--- config.mk ---
export PLATFORM = sky130hd
export DESIGN_NAME = hoaaned_error_monitor
export DESIGN_NICKNAME = d
export VERILOG_FILES = /design/src/rtl/hoaaned_pkg.sv /design/src/rtl/abs_diff.sv /design/src/rtl/hoaaned_error_monitor.sv
export SDC_FILE = /design/constraint.sdc
export NUM_CORES = 1
export LEC_CHECK = 0
export ABC_AREA = 0
export CELL_PAD_IN_SITES_DETAIL_PLACEMENT = 0
export CELL_PAD_IN_SITES_GLOBAL_PLACEMENT = 2
export CORE_ASPECT_RATIO = 1.75
export CORE_MARGIN = 2
export CORE_UTILIZATION = 38
export CTS_BUF_LIST = sky130_fd_sc_hd__clkbuf_2
export DETAILED_ROUTE_END_ITERATION = 10
export MAX_ROUTING_LAYER = met4
export PLACE_DENSITY = 0.9
export RECOVER_POWER = 25
export SYNTH_ARGS = -nofsm -noshare
export SYNTH_HDL_FRONTEND = slang
export SYNTH_SLANG_ARGS = --single-unit
--- constraint.sdc ---
create_clock -name clk -period 21 [get_ports clk]
set_input_delay 5.25 -clock clk [delete_from_list [all_inputs] [get_ports clk]]
set_output_delay 5.25 -clock clk [all_outputs]
set_load 0.01 [all_outputs]
--- src/rtl/hoaaned_pkg.sv ---
// Shared definitions for the HOAANED approximate adder and its error monitor.
// Holds the monitor FSM state type and the default adder geometry.
package hoaaned_pkg;

    typedef enum logic [1:0] {
        StIdle  = 2'd0,
        StRun   = 2'd1,
        StDrain = 2'd2,
        StDone  = 2'd3
    } mon_state_e;

    // Operand width and lower/upper partition lengths of the approximate adder
    localparam int unsigned DefaultN   = 16;
    localparam int unsigned DefaultLpl = 6;
    localparam int unsigned DefaultUpl = 10;

endpackage

--- src/rtl/abs_diff.sv ---
// Combinational unsigned absolute difference |x - y| plus an inequality flag.
module abs_diff #(
    parameter int unsigned W = 17
) (
    input  logic [W-1:0] x_i,
    input  logic [W-1:0] y_i,
    output logic [W-1:0] diff_o,
    output logic         neq_o
);

    always_comb begin
        if (x_i >= y_i) begin
            diff_o = x_i - y_i;
        end else begin
            diff_o = y_i - x_i;
        end
        neq_o = (x_i != y_i);
    end

endmodule

--- src/rtl/hoaaned_error_monitor.sv ---
// Streaming error-characterisation unit: recomputes the exact sum of each operand pair and
// accumulates error count, error-distance sum (saturating) and maximum over a sample window.
module hoaaned_error_monitor
    import hoaaned_pkg::*;
#(
    parameter int unsigned N     = DefaultN,
    parameter int unsigned CNT_W = 32,
    parameter int unsigned ACC_W = 48
) (
    input  logic             clk,
    input  logic             rst,
    input  logic             start,
    input  logic [CNT_W-1:0] win_len,
    input  logic             in_valid,
    output logic             in_ready,
    input  logic [N-1:0]     in_a,
    input  logic [N-1:0]     in_b,
    input  logic [N:0]       in_approx,
    output logic             busy,
    output logic             done,
    output logic [CNT_W-1:0] sample_count,
    output logic [CNT_W-1:0] err_count,
    output logic [ACC_W-1:0] ed_sum,
    output logic [N:0]       ed_max
);

    localparam int unsigned SumW = ACC_W + 1;

    mon_state_e       state_q, state_d;
    logic [CNT_W-1:0] win_len_q, win_len_d;
    logic [CNT_W-1:0] accepted_q, accepted_d;

    logic             s1_valid_q, s1_valid_d;
    logic [N:0]       s1_exact_q, s1_exact_d;
    logic [N:0]       s1_approx_q, s1_approx_d;

    logic [CNT_W-1:0] sample_count_q, sample_count_d;
    logic [CNT_W-1:0] err_count_q, err_count_d;
    logic [ACC_W-1:0] ed_sum_q, ed_sum_d;
    logic [N:0]       ed_max_q, ed_max_d;

    logic [N:0]       ed;
    logic             ed_nz;
    logic [SumW-1:0]  sum_ext;
    logic             xfer;

    // in_ready depends only on registered state
    assign in_ready = (state_q == StRun) && (accepted_q < win_len_q);
    assign xfer     = in_valid && in_ready;
    assign busy     = (state_q == StRun) || (state_q == StDrain);
    assign done     = (state_q == StDone);

    assign sample_count = sample_count_q;
    assign err_count    = err_count_q;
    assign ed_sum       = ed_sum_q;
    assign ed_max       = ed_max_q;

    abs_diff #(
        .W (N + 1)
    ) u_abs_diff (
        .x_i    (s1_exact_q),
        .y_i    (s1_approx_q),
        .diff_o (ed),
        .neq_o  (ed_nz)
    );

    assign sum_ext = {1'b0, ed_sum_q} + SumW'(ed);

    always_comb begin
        state_d        = state_q;
        win_len_d      = win_len_q;
        accepted_d     = accepted_q;
        s1_valid_d     = xfer;
        s1_exact_d     = s1_exact_q;
        s1_approx_d    = s1_approx_q;
        sample_count_d = sample_count_q;
        err_count_d    = err_count_q;
        ed_sum_d       = ed_sum_q;
        ed_max_d       = ed_max_q;

        if (xfer) begin
            s1_exact_d  = {1'b0, in_a} + {1'b0, in_b};
            s1_approx_d = in_approx;
        end

        // Stage 2: fold the registered sample into the statistics
        if (s1_valid_q) begin
            sample_count_d = sample_count_q + CNT_W'(1);
            err_count_d    = err_count_q + CNT_W'(ed_nz);
            ed_sum_d       = sum_ext[ACC_W] ? {ACC_W{1'b1}} : sum_ext[ACC_W-1:0];
            if (ed > ed_max_q) begin
                ed_max_d = ed;
            end
        end

        unique case (state_q)
            StIdle, StDone: begin
                if (start) begin
                    win_len_d      = win_len;
                    accepted_d     = '0;
                    sample_count_d = '0;
                    err_count_d    = '0;
                    ed_sum_d       = '0;
                    ed_max_d       = '0;
                    state_d        = (win_len == '0) ? StDone : StRun;
                end
            end
            StRun: begin
                if (xfer) begin
                    accepted_d = accepted_q + CNT_W'(1);
                    if (accepted_q == win_len_q - CNT_W'(1)) begin
                        state_d = StDrain;
                    end
                end
            end
            StDrain: begin
                // The last sample's statistics commit on the edge where stage 1 empties
                if (!s1_valid_q) begin
                    state_d = StDone;
                end
            end
            default: state_d = StIdle;
        endcase
    end

    always_ff @(posedge clk or posedge rst) begin
        if (rst) begin
            state_q        <= StIdle;
            win_len_q      <= '0;
            accepted_q     <= '0;
            s1_valid_q     <= 1'b0;
            s1_exact_q     <= '0;
            s1_approx_q    <= '0;
            sample_count_q <= '0;
            err_count_q    <= '0;
            ed_sum_q       <= '0;
            ed_max_q       <= '0;
        end else begin
            state_q        <= state_d;
            win_len_q      <= win_len_d;
            accepted_q     <= accepted_d;
            s1_valid_q     <= s1_valid_d;
            s1_exact_q     <= s1_exact_d;
            s1_approx_q    <= s1_approx_d;
            sample_count_q <= sample_count_d;
            err_count_q    <= err_count_d;
            ed_sum_q       <= ed_sum_d;
            ed_max_q       <= ed_max_d;
        end
    end

endmodule

* Yosys cells after proc, flatten, opt, wreduce, memory -nomap -nowiden *
Cells that the tools add are included.

storage, ports and cells
  output and inout bits = 132
  word-level logic and storage cells = 64
  input port bits = 85
  register bits after elaboration = 230

cells by class
  eq/ne operators = 9
  reduce and logical (&&, ||, !) cells = 10
  magnitude comparators = 3
  mux-type cells = 24
  add/subtract/negate cells = 8

operator list
  cell                                                 number
  two-way mux 32 bit                                   8
  two-way mux 48 bit                                   4
  two-way mux 17 bit                                   5
  adder 32 x 1 -> 32 bit, second input constant        2
  case mux 32 bit (2 select lines)                     1
  adder 48 x 17 -> 49 bit                              1
  subtractor 17 bit                                    2
  adder 32 x 1 -> 32 bit                               1
  equality test 32 bit                                 1
  zero test 32 bit                                     1
  < comparator 32 bit                                  1
  subtractor 32 x 1 -> 32 bit, second input constant   1
  adder 16 x 16 -> 17 bit                              1
  greater-or-equal comparator 17 bit                   1
  greater-than comparator 17 bit                       1
  != test 17 bit                                       1
  two-way mux 2 bit                                    5
  != test 2 bit, second input constant                 3
  case mux 2 bit (3 select lines)                      1
  equality test 2 bit, second input constant           2
  AND reduction 4 bit                                  1
  AND reduction 3 bit                                  1
  equality test 2 x 1 -> 1 bit, second input constant  1
  logical AND 1 bit                                    2
  6 further kinds                                      6

* Longest topological paths before layout *
Gate-level depths: netlist of the first run.

  depth in word-level cells = 7
  depth in mapped cells = 25
  depth with buffers taken out = 22

* By module *
Synthesis of the first run repeated with hierarchy kept, for this count alone.

unflattened totals
  cell total of the unflattened synthesis = 1786
  area total of the unflattened synthesis = 15787.6 um^2

modules (own cells, without submodules)
  module                 area each (um^2)  instances  sequential area each (um^2)  cells an instance
  hoaaned_error_monitor  13973.4           1          5755.5                       1545
  abs_diff               1814.2            1          0.0                          241

* Worst setup path after synthesis of the first run *
OpenSTA, ideal clock, no wires.

  kind = input -> register
  from = input port in_a[1]
  to = register s1_exact_q[15]
  slack = 13805 ps
  data arrival time = 7108 ps
  setup time = 87 ps
  data required time = 20913 ps
  stages on the path = 9
  buffers on the path = 0
  cell sequence = ha_1 > a21oi_1 > o2111ai_1 > a21o_1 > a21oi_1 > o31ai_1 > o41ai_1 > a311oi_1 > a22oi_1

between the ends
  cells in the longest elaborated chain, start to end = 1

ends and longest elaborated chain
  item                     line                          text
  start, declared          hoaaned_error_monitor.sv:16   input logic [N-1:0] in_a,
  adder 16 x 16 -> 17 bit  hoaaned_error_monitor.sv:82   s1_exact_d = {1'b0, in_a} + {1'b0, in_b};
  end signal, assigned     hoaaned_error_monitor.sv:143  s1_exact_q <= s1_exact_d;
  end, declared            hoaaned_error_monitor.sv:34   logic [N:0] s1_exact_q, s1_exact_d;

Every way passes these cells.
A chain may end at the register's enable or synchronous reset.

==> results.py, run 1 <==
metrics = {
    "yosys": {
        "syn_inst": 1862,
        "syn_area_mm2": 0.0160,
        "ys_seq_area_share_pct": 36.0,
        "postSynthNetCount": 2075,
        "ys.flop_type": "dfrtp_1",
        "synthArstFlopShare_pct": 100,
        "syn_area_per_cell_um2": 8.59,
        "yosys_warnings": 0,
        "synthDistinctLibCells": 77,
        "synth-edff-count": 0,
        "synth-seq-cells": 230,
    },
    "cells_and_area": {
        "finalNetCount": 2282,
        "final_common_cell": "dfrtp_1",
        "final_cell_mix": "dfrtp_1 (229), clkdlybuf4s50_1 (213), nand2_1 (176), nor2_1 (165), o21ai_0 (157)",
        "syn2layout_area_growth_pct": 19.6,
        "stdcell_area_mm2": 0.0191,
        "drive_above_1_share_pct": 5.78,
    },
    "setup_path": {
        "crit_path_end_kind": "async pin",
        "crit_fanout": 100,
        "worstSetupPathType": "input pin to async pin",
        "critPathLaunchType": "input pin",
        "worstPathRequired_ns": 21.93,
        "arrival_ns": 10.38,
    },
    "routing": {
        "first_iter_violations": 633,
        "wl_met1_um": 17600,
        "wire_per_inst_um": 18.1,
        "antenna_left": 0,
        "vias": 14500,
        "top_layer": "met4",
        "dr_wl_met2_um": 26400,
        "dr.pass1.iters": 5,
        "wl_met3_um": 1680,
        "vias_per_cell": 5.44,
        "totalWireLength_um": 48400,
        "drc": 0,
    },
    "power_and_ir_drop": {
        "ir_worst_vdd_mv": 0.0827,
        "powerDensity_mw_per_mm2": 104,
        "p_leak_nw": 8.26,
    },
    "clocking": {
        "post_cts.repair.setup_buffers": 0,
        "cts_inserted_buffers": 55,
        "cts_root_buf": "clkbuf_2",
        "cts_buffer_depth": 3,
        "cts.sinks": 230,
        "cts_resized": 0,
        "clkLatencyLatePin_ns": 0.97,
        "clkSlewWorstSetupHoldPaths_ns": 0.11,
        "cts_tree": "yes",
        "htreeDepth": 2,
        "ctsHoldBuffers": 0,
    },
    "timing": {
        "fmax_mhz": 106,
        "setup_viol": 0,
        "slew_violations": 320,
        "finalHoldViolations": 0,
        "holdWs_ns": 0.523,
        "tns_ns": 0,
        "rsz0062_at_grt": "no",
        "timing.final.crit_share_pct": 45.0,
        "worstMarginPinSlew_ns": 4.71,
        "period_minus_slack_ns": 9.45,
        "max-slew-margin-rel_pct": -216,
        "skew_ns": 0.101,
    },
    "global_route": {
        "grt_max_degree": 101,
        "antenna_found_initial": 2,
        "grt_pass1_wl_um": 77100,
        "grt_overflow": 0,
        "grt_usage_pct": 22.5,
        "grt_pass1_vias": 14700,
    },
    "run": {
        "drv_cap": 5,
    },
    "outcome": {
        "status": "finished, violations left",
        "violations": "capacitance limit, slew limit",
    },
    "die": {
        "num_rows": 99,
        "core_area_mm2": 0.0416,
        "dieWidth_um": 159,
        "dieArea_mm2": 0.0438,
        "die_y_um": 275,
        "initial_utilization_pct": 38.4,
        "io_pins": 217,
    },
    "min_path": {
        "hold_path.class": "flop to flop",
    },
    "placement": {
        "place_area_mm2": 0.0187,
        "hpwl_um": 36700,
        "gp_congestion": 0.920,
        "port_buffers": 216,
    },
}
-- metrics by stage --
step / cells / setup slack [ns] / util (%) / total power, mW
after global routing: 2668 / 10.69 / 46.0 / 2.16
after global placement: 2567 / 12.81 / 44.8 / 1.68
final: 2668 / 11.55 / 46.0 / 1.99
after floorplan: 1862 / 9.45 / - / 1.31
after CTS: 2666 / 11.95 / 46.0 / 2.02
after detailed placement: 2567 / 12.75 / 44.8 / 1.69
-- cell usage after synthesis (8+ instances only) --
library cell  count  share of area (%)
a31oi_1          13               0.51
a2111oi_0        17               0.93
clkbuf_1         63                1.5
nand3_1          76                2.4
nor2_1          165                3.9
xor2_1           81                4.4
o2111ai_1         9               0.49
nand2_1         176                4.1
o21a_1           11               0.52
dfrtp_1         230                 36
nor4_1           25               0.98
o21ai_0         157                4.9
nor3_1           35                1.1
nand2b_1          9               0.35
buf_1            12               0.28
nor2b_1          14               0.55
and4_1           15               0.82
xnor2_1          85                4.7
a21oi_1         114                3.6
o211ai_1         13               0.61
and2_1           14               0.55
inv_1           124                2.9
a211oi_1         22                1.0
nand4_1          36                1.4
a21o_1           33                1.5
ha_1            124                9.7
o211a_1           8               0.50
or3_1            22               0.86
and3_1           35                1.4
mux2i_1          24                1.5
-- kinds of logic after synthesis --
| family | synth area share [%] |
|---|---|
| XOR/XNOR | 9.09 |
| AO/OA/AOI/OAI | 18.4 |
| buffers and inverters | 4.80 |
| adder cells (fa/ha/maj) | 10.2 |
| AND/OR/NAND/NOR | 19.8 |
| flip-flops | 36.0 |
| multiplexers | 1.74 |
-- worst max-delay path, stage by stage --
cell,delay (ns)
dlygate4sd3_1,0.54
clkinvlp_2,2.61
buf_4,0.93
buf_4,0.86
-- worst paths after layout --
kind                                 from         endpoint  slack (ns)  depth (start not counted)
min in group asynchronous             rst    win_len_q[21]        6.14                          2
hold reg to reg             s1_exact_q[8]    s1_exact_q[8]        0.52                          2
hold / removal              s1_exact_q[8]    s1_exact_q[8]        0.52                          2
setup / recovery                      rst  sample_count[6]       11.55                          4
max in group clk                    start   accepted_q[28]       11.69                          7
setup reg to reg           s1_exact_q[13]       ed_max[10]       14.14                         21
-- registers in the layout, indices dropped and copies added, names as in the netlist --
name          count
win_len_q        32
ed_sum           48
s1_exact_q       17
sample_count     32
s1_approx_q      17
ed_max           17
state_q           2
s1_valid_q        1
accepted_q       32
err_count        32
-- where the power goes --
part	total, mW	switching [mW]	internal [mW]
Sequential	0.632	0.103	0.529
Combinational	1.06	0.574	0.481
Clock	0.306	0.200	0.106
Total	1.99	0.877	1.12
-- area by class of cell --
type	count	area, um^2
fill	4205	22500
multi-input combinational	1430	9470
sequential	230	5760
timing repair buffer	227	2230
tap	555	694
inverter	125	470
clock buffer	81	405
clock inverter	18	87.6
antenna	2	5.00
-- layer usage --
layer	GRT usage [%]	vias to the layer above
met4	12.6	0
met2	43.0	367
met5	-	-
li1	-	7084
met3	3.01	131
met1	21.7	6933
Power figures use the tool's default switching activity.
==> run 2: changes to the inputs <==
--- a/config.mk
+++ b/config.mk
@@ -10,11 +10,11 @@
 export CELL_PAD_IN_SITES_GLOBAL_PLACEMENT = 2
 export CORE_ASPECT_RATIO = 1.75
 export CORE_MARGIN = 2
-export CORE_UTILIZATION = 38
+export CORE_UTILIZATION = 35
 export CTS_BUF_LIST = sky130_fd_sc_hd__clkbuf_2
 export DETAILED_ROUTE_END_ITERATION = 10
 export MAX_ROUTING_LAYER = met4
-export PLACE_DENSITY = 0.9
+export PLACE_DENSITY = 0.83
 export RECOVER_POWER = 25
 export SYNTH_ARGS = -nofsm -noshare
 export SYNTH_HDL_FRONTEND = slang
==> constraint.sdc (replaced) <==
create_clock -name clk -period 9.85 [get_ports clk]
set_input_delay 2.4625 -clock clk [delete_from_list [all_inputs] [get_ports clk]]
set_output_delay 2.4625 -clock clk [all_outputs]
set_load 0.01 [all_outputs]
==> run 2 against run 1 <==
Net effect: the flow still finishes with violations (capacitance limit, slew limit); combinational power is 120% higher; register-to-register slack worse by 10 ns; die area is 8.4% higher; first-iteration DRC count is 5.5% higher; clock power is 120% higher; design area is 0.31% higher; setup slack worse by 9.0 ns; via count is 1.3% higher; power is 120% higher.
==> results.py, run 2 (synthesis gave the netlist of run 1 again) <==
metrics = {
    "timing": {
        "fmax_mhz": 137,
        "finalHoldViolations": 0,
        "skew_ns": 0.116,
        "finalWorstSetupSlack_ns": 2.55,
        "timing.final.crit_share_pct": 74.1,
        "period_minus_slack_ns": 7.30,
        "max-slew-margin-rel_pct": -98.8,
        "worstMarginPinSlew_ns": 2.97,
        "tns_ns": 0,
        "rsz0062_at_grt": "no",
        "slew_violations": 218,
        "setup_viol": 0,
    },
    "setup_path": {
        "crit_fanout": 40,
        "path_cells": "ha_1 > clkbuf_1 > nand2b_1 > a211o_1 > o22a_1 > a21boi_0 > a31oi_1 > o21a_1 > clkdlybuf4s50_1",
        "arrival_ns": 4.84,
        "slowest_stage": "clkbuf_1",
        "crit_path_end_kind": "output pin",
        "cp_slowest_stage_delay_ns": 1.27,
        "worstSetupPathType": "flop to output pin",
        "critPathLaunchType": "flop",
        "worstPathRequired_ns": 7.39,
    },
    "clocking": {
        "htreeDepth": 2,
        "cts.sinks": 230,
        "cts_tree": "yes",
        "clkLatencyLatePin_ns": 1.01,
        "cts_inserted_buffers": 58,
        "cts_buffer_depth": 3,
        "cts_root_buf": "clkbuf_2",
        "clkSlewWorstSetupHoldPaths_ns": 0.11,
        "cts_resized": 0,
        "post_cts.repair.setup_buffers": 0,
        "ctsHoldBuffers": 0,
    },
    "global_route": {
        "grt_pass1_vias": 15200,
        "grt_usage_pct": 22.7,
        "grt_max_degree": 171,
        "grt_pass1_wl_um": 82300,
        "grt_overflow": 0,
        "antenna_found_initial": 2,
    },
    "cells_and_area": {
        "final_cell_mix": "dfrtp_1 (229), clkdlybuf4s50_1 (214), nand2_1 (176), nor2_1 (164), o21ai_0 (157)",
        "instances_no_fill": 2691,
        "drive_above_1_share_pct": 6.06,
        "largest_reg_flops": 48,
        "syn2layout_area_growth_pct": 20.0,
        "n_fill_cell": 4623,
        "finalNetCount": 2287,
        "final_common_cell": "dfrtp_1",
        "register_area_mm2": 0.00576,
        "multi_input_area_mm2": 0.00948,
    },
    "routing": {
        "wire_per_inst_um": 19.6,
        "drc": 0,
        "dr.pass1.iters": 5,
        "vias": 14700,
        "totalWireLength_um": 52700,
        "first_iter_violations": 668,
        "antenna_left": 0,
        "vias_per_cell": 5.47,
    },
    "die": {
        "num_rows": 103,
        "core_area_mm2": 0.0451,
        "dieWidth_um": 166,
        "initial_utilization_pct": 35.5,
        "die_y_um": 287,
        "io_pins": 217,
        "dieArea_mm2": 0.0475,
    },
    "placement": {
        "hpwl_um": 39900,
        "place_inst": 2591,
        "gp_congestion": 0.983,
        "dp_slack_ns": 3.87,
        "port_buffers": 216,
    },
    "power_and_ir_drop": {
        "ir_worst_vdd_mv": 0.120,
        "p_total_mw": 4.32,
        "p_leak_nw": 8.28,
        "powerDensity_mw_per_mm2": 225,
    },
    "min_path": {
        "hold_path.class": "flop to flop",
    },
    "run": {
        "drv_cap": 4,
    },
    "outcome": {
        "status": "finished, violations left",
        "violations": "capacitance limit, slew limit",
    },
}
-- run 2: changes by cell type in the layout (fill, tap and decap cells not counted), moves of 2 or more --
cell,before,now
buf_4,8,10
clkbuf_2,81,84
clkinv_1,14,12
clkinv_2,2,0
-- run 2: worst max-delay path: cells and delay by family, from the launching register on --
family	cells	cell delay (ns)
buffers and inverters	2	1.84
AOI/OAI and AO/OA	5	1.15
DFF	1	0.47
and+or+nand+nor	1	0.19
adders and majority gates	1	0.18
-- run 2: metal layers --
| layer | global-route usage (%) | vias up | wire length, um |
|---|---|---|---|
| li1 | - | 7080 | - |
| met5 | - | - | 0 |
| met3 | 2.99 | 128 | 2070 |
| met2 | 44.5 | 416 | 29700 |
| met4 | 9.91 | 0 | 2390 |
| met1 | 21.5 | 7086 | 18500 |
-- run 2: per-stage QoR --
step / instance area [um^2] / hold slack (ns) / utilization [%]
finish: 19200 / 0.518 / 42.5
global route: 19200 / 0.558 / 42.5
CTS: 19200 / 0.527 / 42.6
detailed placement: 18700 / 0.505 / 41.5
global placement: 18700 / 0.484 / 41.5
floorplan: 16000 / 0.471 / -
-- run 2: final timing paths --
path / cells past startpoint / startpoint / slack, ns / to
max: 9 / state_q[0] / 2.55 / in_ready
min: 2 / s1_exact_q[10] / 0.52 / s1_exact_q[10]
max reg2reg: 22 / s1_exact_q[13] / 3.84 / ed_sum[47]
min reg2reg: 2 / s1_exact_q[10] / 0.52 / s1_exact_q[10]
max in group asynchronous: 3 / rst / 5.20 / sample_count[16]
min in group asynchronous: 2 / rst / 2.81 / ed_max[0]
-- run 2: final cells by class --
class	count	area share, %
repair buffers	229	11.8
clock inverters	14	0.346
clock buffers	84	2.19
flip-flops and latches	230	30.0
well taps	577	3.76
diodes	2	0.0261
inverters	125	2.45
multi-input cells	1430	49.4
-- run 2: power breakdown --
group / internal [mW] / total [mW] / switching [mW]
Sequential: 1.13 / 1.36 / 0.238
Clock: 0.230 / 0.658 / 0.428
Combinational: 1.03 / 2.30 / 1.27
